$ cat config.mk
export PLATFORM = sky130hd
export DESIGN_NAME = fsmc_mux_master
export DESIGN_NICKNAME = d
export VERILOG_FILES = /design/src/rtl/fsmc_mux_master_pkg.sv /design/src/rtl/fsmc_mux_master_phase_cnt.sv /design/src/rtl/fsmc_mux_master.sv
export SDC_FILE = /design/constraint.sdc
export NUM_CORES = 1
export LEC_CHECK = 0
export ABC_AREA = 1
export BUFFER_PORTS_ARGS = -buffer_cell sky130_fd_sc_hd__buf_2
export CAP_MARGIN = 10
export CORE_ASPECT_RATIO = 1.1
export CORE_MARGIN = 1.5
export CORE_UTILIZATION = 52
export CTS_CLUSTER_DIAMETER = 80
export CTS_CLUSTER_SIZE = 25
export DETAILED_ROUTE_END_ITERATION = 6
export HOLD_SLACK_MARGIN = 0.02
export PLACE_DENSITY_LB_ADDON = 0.05
export REMOVE_ABC_BUFFERS = 1
export SLEW_MARGIN = 10
export SYNTH_ARGS = -nofsm -noshare
export SYNTH_HDL_FRONTEND = slang
export SYNTH_SLANG_ARGS = --single-unit
$ cat constraint.sdc
create_clock -name clk -period 3.45 [get_ports clk]
set_input_delay 0.345 -clock clk [delete_from_list [all_inputs] [get_ports clk]]
set_output_delay 0.345 -clock clk [all_outputs]
set_load 0.02 [all_outputs]
$ cat src/rtl/fsmc_mux_master_pkg.sv
// Shared definitions for the muxed FSMC bus master: phase encodings, bus widths
// and the address-map constant also used by the FPGA-side responder.
package fsmc_mux_master_pkg;

  typedef enum logic [2:0] {
    S_IDLE  = 3'd0,
    S_ADDR  = 3'd1,
    S_AHOLD = 3'd2,
    S_DATA  = 3'd3,
    S_TURN  = 3'd4
  } fsmc_state_t;

  localparam int FSMC_ADDR_W = 19;
  localparam int FSMC_DATA_W = 16;
  localparam int CNT_W       = 4;

  localparam logic [FSMC_ADDR_W-1:0] BUF1_ADDR = 19'h50001;

  // Phase counters run N-1 .. 0, so a phase of N clocks loads N-1.
  function automatic logic [CNT_W-1:0] phase_load(input int unsigned n);
    return CNT_W'(n - 1);
  endfunction

endpackage

$ cat src/rtl/fsmc_mux_master_phase_cnt.sv
// Loadable 4-bit phase down-counter; stops at zero and can be frozen by i_hold.
module fsmc_mux_master_phase_cnt
  import fsmc_mux_master_pkg::*;
(
  input  logic             clk,
  input  logic             rst_n,
  input  logic             i_load,
  input  logic [CNT_W-1:0] i_load_val,
  input  logic             i_hold,
  output logic             o_zero
);

  logic [CNT_W-1:0] r_cnt;

  always_ff @(posedge clk) begin
    if (!rst_n) begin
      r_cnt <= '0;
    end else if (i_load) begin
      r_cnt <= i_load_val;
    end else if (!i_hold && (r_cnt != '0)) begin
      r_cnt <= r_cnt - 1'b1;
    end
  end

  assign o_zero = (r_cnt == '0);

endmodule

$ cat src/rtl/fsmc_mux_master.sv
// Single-transaction initiator for the 16-bit muxed FSMC bus with fixed phase timing.
// Optional FSMC_NWAIT_EN adds a synchronised NWAIT input that stretches the data phase.
module fsmc_mux_master
  import fsmc_mux_master_pkg::*;
#(
  parameter int unsigned ADDSET  = 2,
  parameter int unsigned ADDHLD  = 1,
  parameter int unsigned DATAST  = 3,
  parameter int unsigned BUSTURN = 1
) (
  input  logic                   clk,
  input  logic                   rst_n,
  input  logic                   req_valid,
  output logic                   req_ready,
  input  logic                   req_rnw,
  input  logic [FSMC_ADDR_W-1:0] req_addr,
  input  logic [FSMC_DATA_W-1:0] req_wdata,
  output logic                   rsp_valid,
  output logic [FSMC_DATA_W-1:0] rsp_rdata,
  output logic                   NE,
  output logic                   NADV,
  output logic                   NOE,
  output logic                   NWE,
  output logic [2:0]             A_HI,
  output logic [FSMC_DATA_W-1:0] ad_out,
  output logic                   ad_oe,
  input  logic [FSMC_DATA_W-1:0] ad_in
`ifdef FSMC_NWAIT_EN
  ,
  input  logic                   NWAIT
`endif
);

  fsmc_state_t            r_state, w_state_nxt;
  logic                   w_hs, w_zero, w_load, w_wait, w_hold;
  logic [CNT_W-1:0]       w_load_val;
  logic                   r_rnw;
  logic [FSMC_DATA_W-1:0] r_wdata;
  logic                   r_ne, r_nadv, r_noe, r_nwe, r_ad_oe, r_rsp_valid;
  logic [2:0]             r_a_hi;
  logic [FSMC_DATA_W-1:0] r_ad_out, r_rsp_rdata;

`ifdef FSMC_NWAIT_EN
  logic r_nwait_s1, r_nwait_s2;

  always_ff @(posedge clk) begin
    if (!rst_n) begin
      r_nwait_s1 <= 1'b1;
      r_nwait_s2 <= 1'b1;
    end else begin
      r_nwait_s1 <= NWAIT;
      r_nwait_s2 <= r_nwait_s1;
    end
  end

  assign w_wait = ~r_nwait_s2;
`else
  assign w_wait = 1'b0;
`endif

  assign req_ready = (r_state == S_IDLE) && rst_n;
  assign w_hs      = req_valid && req_ready;
  assign w_hold    = (r_state == S_DATA) && w_wait;

  fsmc_mux_master_phase_cnt u_phase_cnt (
    .clk        (clk),
    .rst_n      (rst_n),
    .i_load     (w_load),
    .i_load_val (w_load_val),
    .i_hold     (w_hold),
    .o_zero     (w_zero)
  );

  always_comb begin
    w_state_nxt = r_state;
    w_load      = 1'b0;
    w_load_val  = '0;
    case (r_state)
      S_IDLE:  if (w_hs) begin
                 w_state_nxt = S_ADDR;  w_load = 1'b1; w_load_val = phase_load(ADDSET);
               end
      S_ADDR:  if (w_zero) begin
                 w_state_nxt = S_AHOLD; w_load = 1'b1; w_load_val = phase_load(ADDHLD);
               end
      S_AHOLD: if (w_zero) begin
                 w_state_nxt = S_DATA;  w_load = 1'b1; w_load_val = phase_load(DATAST);
               end
      S_DATA:  if (w_zero && !w_wait) begin
                 w_state_nxt = S_TURN;  w_load = 1'b1; w_load_val = phase_load(BUSTURN);
               end
      S_TURN:  if (w_zero) w_state_nxt = S_IDLE;
      default: w_state_nxt = S_IDLE;
    endcase
  end

  // Pins are registered from the next state so each phase shows on the bus
  // in the same cycle the FSM enters it.
  always_ff @(posedge clk) begin
    if (!rst_n) begin
      r_state     <= S_IDLE;
      r_rnw       <= 1'b0;
      r_wdata     <= '0;
      r_ne        <= 1'b1;
      r_nadv      <= 1'b1;
      r_noe       <= 1'b1;
      r_nwe       <= 1'b1;
      r_ad_oe     <= 1'b0;
      r_ad_out    <= '0;
      r_a_hi      <= '0;
      r_rsp_valid <= 1'b0;
      r_rsp_rdata <= '0;
    end else begin
      r_state     <= w_state_nxt;
      r_rsp_valid <= 1'b0;
      if (w_hs) begin
        r_rnw    <= req_rnw;
        r_wdata  <= req_wdata;
        r_ad_out <= req_addr[15:0];
        r_a_hi   <= req_addr[18:16];
      end
      case (w_state_nxt)
        S_ADDR: begin
          r_ne <= 1'b0; r_nadv <= 1'b0; r_noe <= 1'b1; r_nwe <= 1'b1; r_ad_oe <= 1'b1;
        end
        S_AHOLD: begin
          r_ne <= 1'b0; r_nadv <= 1'b1;
        end
        S_DATA: begin
          r_ne <= 1'b0; r_nadv <= 1'b1;
          if (r_rnw) begin
            r_noe <= 1'b0; r_ad_oe <= 1'b0;
          end else begin
            r_nwe <= 1'b0; r_ad_oe <= 1'b1; r_ad_out <= r_wdata;
          end
        end
        default: begin
          r_ne <= 1'b1; r_nadv <= 1'b1; r_noe <= 1'b1; r_nwe <= 1'b1; r_ad_oe <= 1'b0;
        end
      endcase
      if ((r_state == S_DATA) && (w_state_nxt == S_TURN)) begin
        r_rsp_valid <= 1'b1;
        if (r_rnw) r_rsp_rdata <= ad_in;
      end
    end
  end

  assign NE        = r_ne;
  assign NADV      = r_nadv;
  assign NOE       = r_noe;
  assign NWE       = r_nwe;
  assign A_HI      = r_a_hi;
  assign ad_out    = r_ad_out;
  assign ad_oe     = r_ad_oe;
  assign rsp_valid = r_rsp_valid;
  assign rsp_rdata = r_rsp_rdata;

endmodule
==> impl_metrics.csv, run 1 <==
group,metric,value,unit
floorplanning,fp.dieArea,6198,sq um
sta,clock_skew,0.009451,ns
synthesis,syn_area_per_cell,7.219,sq um
global_route,grt_usage,0.2425,
worst_setup_path,cpMaxStageDelayCell,"nand3_2",
synthesis,yosysWarnings,0,
flow_run,maxCapViolations,0,
min_path,hold_class,"in -> reg",
synthesis,seq_area_frac_synth,0.4364,
worst_setup_path,critPathMaxFanout,22,
worst_setup_path,crit_chain,"nor2_4 > nand3_2 > buf_4 > nand2_1 > nand2_1 > nand2_1 > nand2_1 > nand2_2 > a21oi_2",
placement,gp_congestion,0.7433,
power_and_ir_drop,ir_drop,0.3554,mV
worst_setup_path,critPathRequiredTime,3.65,ns
power_and_ir_drop,power_frac_seq,0.421,
floorplanning,pin_count,97,
power_and_ir_drop,leakage,1.655,nW
clocking,cts_tree,"built",
clocking,clock_sinks,65,
sta,tns,0,ns
drt,wire_per_inst,12.47,um
clocking,cts_resized,0,
clocking,clkTransAtPathRegs,0.07,ns
floorplanning,core_area,5465,sq um
clocking,clockBufferDepth,2,
finish,drive_gt1_frac,0.3020,
finish,finalNonFillerCells,575,
global_route,grt_pass1_wl,11.57,mm
sta,period_needed,2.226,ns
finish,area_growth,20.86,%
sta,relSlewSlack,0.5349,
clocking,post_cts_buffers,0,
placement,numPortBuffers,96,
sta,fmax,0.4493,GHz
drt,drt-pass1-iter-count,6,
clocking,clk_latency,0.34,ns
synthesis,ys_ff_latch,65,
placement,place_hpwl,4.554,mm
worst_setup_path,cpLargestDelayFamily,"simple AND/OR/NAND/NOR gates",
placement,placedCellCount,560,
floorplanning,dieWidth,75.20,um
worst_setup_path,crit_arrival,2.43,ns
power_and_ir_drop,p_sw_frac,0.3610,
drt,viasPerCell,5.059,
worst_setup_path,crit_top_cell,"nand2_1",
floorplanning,initial_utilization,0.5456,
synthesis,syn_inst,413,
clocking,cts_buffers,9,
power_and_ir_drop,p_total,0.002141,W
worst_setup_path,path_buf_inv,1,
global_route,grt_pass1_vias,2655,
worst_setup_path,cp-start-kind,"flop",
finish,n_antenna_cell,0,
synthesis,synth_area,2982,sq um
drt,drc_errors,0,
sta,rsz0062_at_grt,"false",
drt,ant_nets,0,
floorplanning,rows,28,
sta,setup_violations,0,
drt,vias,2909,
worst_setup_path,end_kind,"flop",
clocking,cts_root_buf,"clkbuf_8",
drt,totalWireLength,7.171,mm
power_and_ir_drop,pwr-share-clk,0.277,
finish,final_nets,553,
synthesis,ys_types,27,
power_and_ir_drop,internal_power,0.001368,W
global_route,overflow,0,
clocking,cts_hold_buf,0,
worst_setup_path,crit_type,"reg -> reg",
outcome,status,"finished, final reports clean",
global_route,antenna_found_initial,0,
floorplanning,chipHeight,82.42,um
sta,report.final.slew_viol_count,0,
drt,first_iter_violations,207,
worst_setup_path,cp_slowest_stage_delay,0.47,ns
global_route,grt_max_degree,63,
sta,hold_viol,0,
power_and_ir_drop,power_density,594.2,nW/um^2
power_and_ir_drop,switching_power,0.0007729,W
power_and_ir_drop,pwr-share-comb,0.302,
sta,period_share,0.6451,
sta,tightestPinTransition,0.6976,ns
clocking,h-tree-depth,3,
==> synth_stat cells, drive strengths merged <==
master	number	area share
dfxtp	65	0.44
xnor2	2	0.0059
a31oi	2	0.0042
clkinv	1	0.0029
buf	15	0.037
nand4	16	0.034
nor3	5	0.0084
nand3	25	0.047
nor4	3	0.0063
o21ai	1	0.0017
nand2	186	0.25
clkbuf	12	0.015
a21oi	57	0.11
inv	9	0.011
ha	2	0.0084
nor2	12	0.024
==> kinds of logic (layout without fill, tap and decap cells) <==
kind of cell	after synthesis	in the layout	share of synthesized area
xor+xnor	2	2	0.005876
buf+inv	37	124	0.06630
flops	65	65	0.4364
compound gates	60	60	0.1141
simple gates	247	247	0.3689
fa+ha+maj	2	2	0.008391
==> worst reg2reg max path, stage by stage (launching register included) <==
cell and delay [ns]:
dfxtp_1 0.43, nor2_4 0.40, nand3_2 0.48, buf_4 0.39, nand2_1 0.09, nand2_1 0.07
nand2_1 0.06, nand2_1 0.06, nand2_2 0.07, a21oi_2 0.05
==> per-stage QoR <==
stage	hold WS [ns]	worst slack [ns]	utilization	cell area (sq um)
4_1_cts	0.2049	1.188	0.6593	3603
6_report	0.2191	1.225	0.6593	3603
5_1_grt	0.2229	0.9698	0.6593	3603
3_3_place_gp	0.4264	1.248	0.6264	3423
3_5_place_dp	0.4345	1.201	0.6264	3423
2_1_floorplan	0.4316	1.159	-	2826
==> cells in the final DEF (no fill, tap or decap), drive strengths merged <==
cell / n
o21ai: 1
a31oi: 2
xnor2: 2
nor2: 12
nand4: 16
nor4: 3
buf: 99
nand3: 25
clkinv: 4
clkbuf: 12
dfxtp: 65
inv: 9
nor3: 5
nand2: 186
a21oi: 57
ha: 2
==> state kept, by name, indices dropped and copies added (netlist names) <==
name / flops
NADV: 1
rsp_valid: 1
u_phase_cnt.r_cnt: 4
NE: 1
r_wdata: 16
NWE: 1
rsp_rdata: 16
r_rnw: 1
A_HI: 3
r_state: 3
NOE: 1
ad_out: 16
ad_oe: 1
==> area by class of cell <==
class	instances	area, sq um
Clock inverter	3	15.01
Inverter	10	42.54
Multi-Input combinational cell	311	1483
Sequential cell	65	1301
Clock buffer	12	165.2
Timing Repair Buffer	99	503.0
Tap cell	75	93.84
Fill cell	542	1862
==> power groups by stage <==
| stage | Combinational [W] | Sequential, W | Clock, W |
|---|---|---|---|
| 2_1_floorplan | 0.000416 | 0.000957 | 0 |
| 3_3_place_gp | 0.000635 | 0.000913 | 0 |
| 3_5_place_dp | 0.000646 | 0.000914 | 0 |
| 4_1_cts | 0.000649 | 0.000898 | 0.000604 |
| 5_1_grt | 0.000730 | 0.000909 | 0.000635 |
| 6_report | 0.000647 | 0.000901 | 0.000594 |
==> final timing paths <==
kind | startpoint | endpoint | slack, ns | cells after the start
setup / recovery | r_state[2] | ad_out[12] | 1.22 | 9
hold / removal | rst_n | NADV | 0.22 | 2
setup reg to reg | r_state[2] | ad_out[12] | 1.22 | 9
hold reg to reg | NOE | NOE | 0.45 | 2
==> per-layer routing <==
layer  vias up  part of all wire  track usage  wire [um]
li1       1511                 -            -          -
met1      1289              0.45       0.2929       3200
met2        98              0.47       0.4168       3387
met3        11             0.064      0.04005        458
met4         0             0.017       0.1161        124
met5         -                 0            0          0
Power figures use the tool's default switching activity.
==> inputs of run 2 (changes only) <==
Settings changed: ABC_AREA 1 to 0, CORE_UTILIZATION 52 to 49.
Clock period 3.45 ns to 2.2 ns, I/O delays scaled along.
==> run 2 against run 1 <==
Clock skew hardly changed. Synthesized cell count is 21% lower. Global-route usage is 4.5 points lower. Non-clock buffer count is 3 higher. Sequential power is 71% higher. Clock power is 82% higher. Critical path type unchanged. Register-to-register slack worse by 0.90 ns. Routed wire length is 20% lower. Cell count is 14% lower. Worst setup slack worse by 0.90 ns. Sequential share of layout area is 1.6 points higher. Cell area is 4.3% lower.
==> impl_metrics.csv, run 2 <==
group,metric,value,unit
floorplanning,dieWidth,74.04,um
synthesis,synth_area,2720,sq um
clocking,cts_tree,"built",
finish,drive_gt1_frac,0.2895,
clocking,cts_resized,0,
placement,place_hpwl,3.815,mm
drt,drc_errors,0,
worst_setup_path,critPathRequiredTime,2.42,ns
worst_setup_path,r2r_end,"NOE",
clocking,cts_hold_buf,0,
worst_setup_path,cpMaxStageDelayCell,"nor3b_2",
synthesis,yosysWarnings,0,
synthesis,synth_ff_type,"dfxtp_1",
worst_setup_path,reg2regPathDepth,6,
min_path,hold_depth,3,
sta,setup_ws,0.3200,ns
finish,nFillCells,502,
global_route,overflow,0,
sta,hold_viol,0,
floorplanning,core_area,5360,sq um
clocking,clk_latency,0.33,ns
synthesis,ys_top_cells_by_area,"dfxtp_1, nand2_1, a21boi_1",
floorplanning,chipHeight,81.15,um
min_path,min_from,"req_wdata[4]",
synthesis,synth_top_area_cell,"dfxtp_1",
sta,fmax,0.5319,GHz
sta,report.final.slew_viol_count,0,
drt,totalWireLength,5.768,mm
power_and_ir_drop,p_total,0.003788,W
finish,final_nets,471,
finish,regArea,1301,sq um
sta,setup_violations,0,
sta,rsz0062_at_grt,"false",
global_route,grt_max_degree,52,
synthesis,yosysMostFrequentCell,"nand2_1",
sta,relSlewSlack,0.6663,
clocking,h-tree-depth,3,
global_route,grt_pass1_vias,2081,
clocking,cts_root_buf,"clkbuf_8",
power_and_ir_drop,power_density,1099,nW/um^2
min_path,hold_end,"r_wdata[4]",
worst_setup_path,rrSetupSlack,0.32,ns
worst_setup_path,cp_slowest_stage_delay,0.42,ns
worst_setup_path,rr_startpoint,"u_phase_cnt.r_cnt[0]",
finish,multi_input_area,1284,sq um
finish,n_antenna_cell,0,
synthesis,netlist.area_leader.share,0.4784,
sta,tightestPinTransition,0.4936,ns
synthesis,seq_area_frac_synth,0.4784,
placement,gp_congestion,0.7557,
synthesis,syn_inst,327,
drt,wire_per_inst,11.70,um
finish,mostFrequentLayoutCell,"nand2_1",
finish,area_growth,26.73,%
synthesis,syn_area_per_cell,8.318,sq um
finish,layout_common_cells,"nand2_1, buf_2, dfxtp_1, a21boi_1, a31oi_1",
clocking,clockBufferDepth,2,
global_route,grt_pass1_wl,9.101,mm
global_route,antenna_found_initial,0,
synthesis,synth_common_cells,"nand2_1, dfxtp_1, a21boi_1",
min_path,hold_class,"in -> reg",
drt,vias,2436,
global_route,grt_usage,0.1976,
floorplanning,rows,28,
worst_setup_path,crit_arrival,2.10,ns
synthesis,ys_ff_latch,65,
worst_setup_path,crit_type,"reg -> reg",
floorplanning,fp.dieArea,6008,sq um
synthesis,synthArstFlopShare,0,
drt,first_iter_violations,72,
clocking,clkTransAtPathRegs,0.07,ns
worst_setup_path,cp-start-kind,"flop",
sta,period_needed,1.880,ns
power_and_ir_drop,ir_drop,0.6296,mV
worst_setup_path,end_kind,"flop",
synthesis,synth_edf_count,0,
drt,ant_nets,0,
drt,viasPerCell,4.941,
drt,drt-pass1-iter-count,4,
clocking,post_cts_buffers,0,
flow_run,maxCapViolations,0,
worst_setup_path,critPathMaxFanout,6,
floorplanning,initial_utilization,0.5075,
placement,numPortBuffers,96,
sta,clock_skew,0.009746,ns
power_and_ir_drop,leakage,1.466,nW
outcome,status,"finished, final reports clean",
floorplanning,pin_count,97,
clocking,cts_buffers,9,
worst_setup_path,crit_chain,"inv_1 > ha_1 > nor3b_2 > nand2_1 > or3_1 > a31o_1",
sta,period_share,0.8545,
synthesis,ys_types,40,
clocking,clock_sinks,65,
placement,pre_cts_ws,0.3404,ns
==> run 2: final cells by class <==
class                           instances  area share
Sequential cell                        65      0.3775
Multi-Input combinational cell        234      0.3724
Timing Repair Buffer                  102      0.1597
Clock buffer                           12     0.04211
Tap cell                               75     0.02722
Clock inverter                          3     0.01887
Inverter                                2    0.002178
==> run 2: worst max-delay path by stage <==
stage / from / to / slack [ns]
floorplan: u_phase_cnt.r_cnt[0] / ad_out[0] / -0.34
global placement: u_phase_cnt.r_cnt[0] / NOE / 0.40
detailed placement: u_phase_cnt.r_cnt[0] / ad_out[5] / 0.34
CTS: u_phase_cnt.r_cnt[0] / NOE / 0.32
global route: u_phase_cnt.r_cnt[0] / NOE / 0.21
finish: u_phase_cnt.r_cnt[0] / NOE / 0.32
==> run 2: cells by family (layout without fill, tap and decap cells) <==
logic type / count (synthesis) / after routing / share of synthesized area
simple gates: 146 / 146 / 0.2410
compound gates: 79 / 79 / 0.1927
flops: 65 / 65 / 0.4784
buf+inv: 28 / 119 / 0.05428
xor+xnor: 4 / 4 / 0.01288
mux: 3 / 3 / 0.01150
fa+ha+maj: 2 / 2 / 0.009198
==> run 2: power breakdown <==
| part | switching (W) | total, W | internal [W] |
|---|---|---|---|
| registers | 0.000160 | 0.00154 | 0.00138 |
| logic | 0.000674 | 0.00117 | 0.000499 |
| clock network | 0.000416 | 0.00108 | 0.000662 |
==> run 2: metrics by stage <==
stage,instance area [sq um],TNS (ns),hold slack (ns),std cells,utilization
after floorplan,2580,-4.321,0.3375,301,-
after global routing,3447,0,0.1225,493,0.6431
after CTS,3447,0,0.1100,493,0.6431
after detailed placement,3237,0,0.4418,478,0.6039
final,3447,0,0.1210,493,0.6431
after global placement,3237,0,0.4368,478,0.6039
==> run 2: worst max-delay path: cells and delay by family, from the launching register on <==
| kind | cells | cell delay [ns] |
|---|---|---|
| compound gates | 1 | 0.17 |
| fa+ha+maj | 1 | 0.17 |
| buf+inv | 1 | 0.08 |
| flops | 1 | 0.33 |
| simple gates | 3 | 1.02 |
==> run 2: routing by layer <==
layer	vias to the layer above	track usage	routed length, um
met5	-	0	0
met4	0	0.08889	60
met3	5	0.05459	406
met2	70	0.3143	2627
met1	1094	0.2477	2673
li1	1267	-	-
